<file path="src/rtl/snake_frame_reader.sv">
`default_nettype none
// ============================================================================
//  Module   : snake_frame_reader
//  Purpose  : Per game tick, erases the previous tail pixel, then walks the
//             snake ring buffer head->tail and emits one VGA plot per entry.
//  Options  : RENDER_FOOD_BLINK_EN - food entries blink on alternate frames.
//  Revision : 1.0 - initial release
// ============================================================================
module snake_frame_reader #(
    parameter int         ADDR_W      = 11,
    parameter logic [2:0] HEAD_COLOUR = 3'b010,
    parameter logic [2:0] BODY_COLOUR = 3'b011,
    parameter logic [2:0] FOOD_COLOUR = 3'b100,
    parameter logic [2:0] BG_COLOUR   = 3'b000
) (
    input  logic              clk,
    input  logic              reset_n,
    input  logic              start,
    input  logic [ADDR_W-1:0] head_addr,
    input  logic [ADDR_W-1:0] length,
    output logic [ADDR_W-1:0] rd_addr,
    output logic              rd_en,
    input  logic [16:0]       rd_q,
    output logic [7:0]        x_out,
    output logic [6:0]        y_out,
    output logic [2:0]        colour,
    output logic              plot,
    output logic              busy,
    output logic              done
);

    localparam logic [ADDR_W-1:0] c_one = {{(ADDR_W-1){1'b0}}, 1'b1};

    typedef enum logic [2:0] {
        IDLE   = 3'd0,
        ERASE  = 3'd1,
        READ   = 3'd2,
        DRAIN  = 3'd3,
        FINISH = 3'd4
    } state_t;

    state_t            r_state;
    logic [ADDR_W-1:0] r_head;
    logic [ADDR_W-1:0] r_len;
    logic [ADDR_W-1:0] r_idx;
    logic              r_drain_cnt;
    logic              r_q_valid;
    logic              r_q_last;
    logic              r_tail_valid;
    logic [7:0]        r_tail_x;
    logic [6:0]        r_tail_y;

    logic              w_accept;
    logic              w_is_last;
    logic [1:0]        w_type;
    logic [2:0]        w_food_colour;
    logic [2:0]        w_entry_colour;

    // A start coinciding with the done pulse belongs to the finished frame.
    assign w_accept  = (r_state == IDLE) && start && !done;
    assign w_is_last = (r_idx == (r_len - c_one));
    assign w_type    = rd_q[16:15];

`ifdef RENDER_FOOD_BLINK_EN
    logic r_parity;

    always_ff @(posedge clk) begin
        if (!reset_n)
            r_parity <= 1'b0;
        else if (w_accept)
            r_parity <= ~r_parity;
    end

    assign w_food_colour = r_parity ? BG_COLOUR : FOOD_COLOUR;
`else
    assign w_food_colour = FOOD_COLOUR;
`endif

    always_comb begin
        w_entry_colour = BODY_COLOUR;
        case (w_type)
            2'b01:   w_entry_colour = HEAD_COLOUR;
            2'b11:   w_entry_colour = w_food_colour;
            default: w_entry_colour = BODY_COLOUR;
        endcase
    end

    always_ff @(posedge clk) begin
        if (!reset_n) begin
            r_state      <= IDLE;
            r_head       <= '0;
            r_len        <= '0;
            r_idx        <= '0;
            r_drain_cnt  <= 1'b0;
            r_q_valid    <= 1'b0;
            r_q_last     <= 1'b0;
            r_tail_valid <= 1'b0;
            r_tail_x     <= '0;
            r_tail_y     <= '0;
            rd_addr      <= '0;
            rd_en        <= 1'b0;
            x_out        <= '0;
            y_out        <= '0;
            colour       <= '0;
            plot         <= 1'b0;
            busy         <= 1'b0;
            done         <= 1'b0;
        end else begin
            plot      <= 1'b0;
            done      <= 1'b0;
            r_q_valid <= rd_en;
            r_q_last  <= rd_en && w_is_last;

            // Read data stage: rd_q holds the entry addressed last cycle.
            if (r_q_valid && (w_type != 2'b00)) begin
                plot   <= 1'b1;
                x_out  <= rd_q[14:7];
                y_out  <= rd_q[6:0];
                colour <= w_entry_colour;
                if (r_q_last) begin
                    r_tail_valid <= 1'b1;
                    r_tail_x     <= rd_q[14:7];
                    r_tail_y     <= rd_q[6:0];
                end
            end

            case (r_state)
                IDLE: begin
                    if (w_accept) begin
                        r_head <= head_addr;
                        r_len  <= length;
                        r_idx  <= '0;
                        busy   <= 1'b1;
                        if (r_tail_valid) begin
                            plot    <= 1'b1;
                            colour  <= BG_COLOUR;
                            x_out   <= r_tail_x;
                            y_out   <= r_tail_y;
                            r_state <= ERASE;
                        end else if (length == '0) begin
                            r_state <= FINISH;
                        end else begin
                            rd_addr <= head_addr;
                            rd_en   <= 1'b1;
                            r_state <= READ;
                        end
                    end
                end
                ERASE: begin
                    if (r_len == '0) begin
                        r_state <= FINISH;
                    end else begin
                        rd_addr <= r_head;
                        rd_en   <= 1'b1;
                        r_state <= READ;
                    end
                end
                READ: begin
                    if (w_is_last) begin
                        rd_en       <= 1'b0;
                        r_drain_cnt <= 1'b0;
                        r_state     <= DRAIN;
                    end else begin
                        r_idx   <= r_idx + c_one;
                        rd_addr <= r_head - (r_idx + c_one);
                    end
                end
                DRAIN: begin
                    if (r_drain_cnt)
                        r_state <= FINISH;
                    else
                        r_drain_cnt <= 1'b1;
                end
                FINISH: begin
                    done    <= 1'b1;
                    busy    <= 1'b0;
                    r_state <= IDLE;
                end
                default: r_state <= IDLE;
            endcase
        end
    end

endmodule
`default_nettype wire
</file>
<file path="config.mk">
export PLATFORM = sky130hd
export DESIGN_NAME = snake_frame_reader
export DESIGN_NICKNAME = d
export VERILOG_FILES = /design/src/rtl/snake_frame_reader.sv
export SDC_FILE = /design/constraint.sdc
export NUM_CORES = 1
export LEC_CHECK = 0
export ABC_AREA = 1
export CORE_AREA = 3 3 103 105
export CTS_CLUSTER_DIAMETER = 40
export CTS_CLUSTER_SIZE = 40
export DETAILED_ROUTE_END_ITERATION = 8
export DIE_AREA = 0 0 106 108
export GPL_ROUTABILITY_DRIVEN = 0
export PLACE_DENSITY = 0.83
export SYNTH_ARGS = -nofsm -noshare
export SYNTH_HDL_FRONTEND = slang
export SYNTH_SLANG_ARGS = --single-unit
</file>
<file path="constraint.sdc">
create_clock -name clk -period 3 [get_ports clk]
set_input_delay 0.45 -clock clk [delete_from_list [all_inputs] [get_ports clk]]
set_output_delay 0.45 -clock clk [all_outputs]
set_load 0.01 [all_outputs]
</file>
==> flow_summary.ini, run 1 <==
[status]
status = finished clean

[finish]
antennaDiodeCount = 0
syn2layout_area_growth_pct = 22.5
final_nets = 809
drive_gt1_frac = 0.0672

[logic_synthesis]
avgSynthCellArea_um2 = 6.79
yosys_warnings = 0
syn-num-nets = 741
ys_seq_area_frac = 0.378
syn_inst = 686
ys.flop_type = dfxtp_1
synth_edf_count = 0
ys_seq_elements = 88
syn_area_um2 = 4660
synth_cell_types = 40
synthArstFlopShare = 0

[cts]
clk_path_buf_depth = 2
path_clk_slew_ns = 0.10
cts_tree = done
clk_latency_ns = 0.39
ctsHoldBuffers = 0
cts_htree_levels = 3
post_cts_resized = 0
cts_root_buffer = clkbuf_8
cts_setup_buffers = 0
cts_buffers = 9
clkSinkCount = 88

[worst_setup_path]
cp-startpoint = r_idx[1]
start_kind = flop
worstPathRequired_ns = 3.27
cp_max_fo = 6
rr_worst_depth = 14
criticalPathCategory = flop to flop
crit_arrival_ns = 2.92
rr_startpoint = r_idx[1]
end_kind = flop

[drt]
vias = 4704
drtIter0Drc = 418
antenna_left = 0
drt_pre_antenna_iters = 5
post_drt_via_cell_ratio = 5.27
drc = 0
wire_per_inst_um = 13.8
totalWireLength_mm = 12.3

[global_route]
grt_pass1_vias = 4490
grt_pass1_wl_mm = 20.8
grt_max_degree = 45
grt.total_usage = 0.223
grt_antenna_before_repair = 0
grt_overflow = 0

[floorplan]
ios = 75
coreArea_um2 = 9730
die_x_um = 106
die_y_um = 108
initial_core_util = 0.479
row_count = 36
die-area_um2 = 11400

[timing]
fin_skew_ns = 0.0207
setup_viol = 0
finalCritPeriodShare = 0.884
tightest_slew_ns = 0.967
slew-limit-headroom = 0.354
rsz0062_at_grt = false
drv_slew = 0
fmax_mhz = 377
setup_tns_ns = 0
finalHoldViolations = 0
period_needed_ns = 2.65

[min_path]
hp-start = r_drain_cnt
hold_path_class = flop to flop
holdPathStages = 2

[run]
max_cap_viol_count = 0

[placed_design]
hpwl_mm = 9.21
io_buffers = 74

[pwr]
p_leak_uw = 0.00249
vdd_drop_max_v = 0.000424
pwr_density_cell_nw_per_um2 = 984
p_total_uw = 5610
-- routing by layer --
| metal | track usage | vias up | part of all wire |
|---|---|---|---|
| li1 | - | 2360 | - |
| met1 | 0.275 | 2095 | 0.43 |
| met2 | 0.372 | 203 | 0.46 |
| met3 | 0.0513 | 46 | 0.070 |
| met4 | 0.105 | 0 | 0.033 |
| met5 | 0 | - | 0 |
-- cells in the mapped netlist (3+ instances only) --
cell        n  share of area
nand2_2     5         0.0067
nand2_1   143           0.12
dfxtp_1    88           0.38
xnor2_1     4         0.0075
ha_1       12          0.032
nor2_2      6         0.0081
buf_2       6         0.0064
clkbuf_1   16          0.013
a21oi_1    31          0.033
nand4_1     5         0.0067
o21ai_1     8         0.0086
nor2_1    141           0.11
o21bai_1    3         0.0048
nor3_2      3         0.0064
xor2_1     10          0.019
o211ai_1    4         0.0064
nor3_1      6         0.0064
nand3_1    31          0.033
o21ai_0    55          0.059
a311oi_1   15          0.028
a21o_1      5         0.0081
inv_2       3         0.0024
or2_2       3         0.0040
inv_1      62          0.050
-- critical path: stages, from the launching register on --
cell     delay (ns)
dfxtp_1        0.41
ha_1           0.22
nand3_1        0.15
nor3_1         0.22
xor2_1         0.23
ha_1           0.33
a21oi_1        0.14
o21ai_0        0.11
inv_1          0.07
nand3_1        0.09
or2_2          0.28
nand3_1        0.07
nand3_1        0.08
nor2_1         0.10
nor2_1         0.06
-- state kept, by name (all words and copies together), names as in the netlist --
register and flops:
busy 1, r_tail_valid 1, rd_en 1, r_drain_cnt 1, rd_addr 11, r_q_last 1, plot 1, r_idx 11
r_head 11, r_len 11, r_state 3, colour 3, r_q_valid 1, done 1, r_tail_y 7, r_tail_x 8
x_out 8, y_out 7
-- power breakdown --
group,internal (uW),total (uW),switching [uW]
clock,326,817,491
sequential,1450,1700,252
combinational,1190,3100,1900
-- logic make-up (layout without fill, tap and decap cells) --
group,after synthesis,after routing,synth area share
buffers and inverters,92,165,0.0790
AO/OA/AOI/OAI,129,129,0.162
XOR/XNOR,15,15,0.0312
adder cells (fa/ha/maj),13,13,0.0365
flip-flops,88,88,0.378
AND/OR/NAND/NOR,349,349,0.313
-- metrics by stage --
stage	std cells	hold slack [ns]	instance area, um2	setup WS, ns	utilization
2_1_floorplan	686	0.436	4660	0.716	-
3_3_place_gp	876	0.447	5510	0.516	0.566
3_5_place_dp	876	0.455	5510	0.391	0.566
4_1_cts	892	0.470	5700	0.352	0.586
5_1_grt	892	0.491	5700	0.0275	0.586
6_report	892	0.463	5700	0.347	0.586
-- layout by cell type (no fill, tap or decap), drive strengths merged, types with 5 or more instances in the layout --
cell type | synthesis | routed
clkbuf | 16 | 9
clkdlybuf4s50 | 0 | 74
a311oi | 15 | 15
inv | 65 | 69
dfxtp | 88 | 88
nor3 | 9 | 9
nor2 | 148 | 148
buf | 9 | 8
a21o | 5 | 5
nand2 | 150 | 150
xor2 | 10 | 10
nand4 | 5 | 5
ha | 12 | 12
a21oi | 31 | 31
o21ai | 65 | 65
nand3 | 32 | 32
-- area by class of cell --
class	count	area, um2
inverters	67	251
flip-flops and latches	88	1760
well taps	133	166
clock buffers	9	124
repair buffers	82	801
fillers	887	4030
multi-input cells	506	2530
clock inverters	7	72.6
-- path summary, 6_finish.rpt --
| check | endpoint | slack, ns |
|---|---|---|
| setup reg to reg | rd_addr[9] | 0.35 |
| setup / recovery | rd_addr[9] | 0.35 |
| hold / removal | r_drain_cnt | 0.46 |
| hold reg to reg | r_drain_cnt | 0.46 |
(Power assumes the default switching activity.)
==> inputs of run 2 (changes only) <==
- CAP_MARGIN: not set -> 20
- HOLD_SLACK_MARGIN: not set -> 0.1
==> results of run 2 <==
No change in the layout: final DEF, timing and power equal those of run 1.
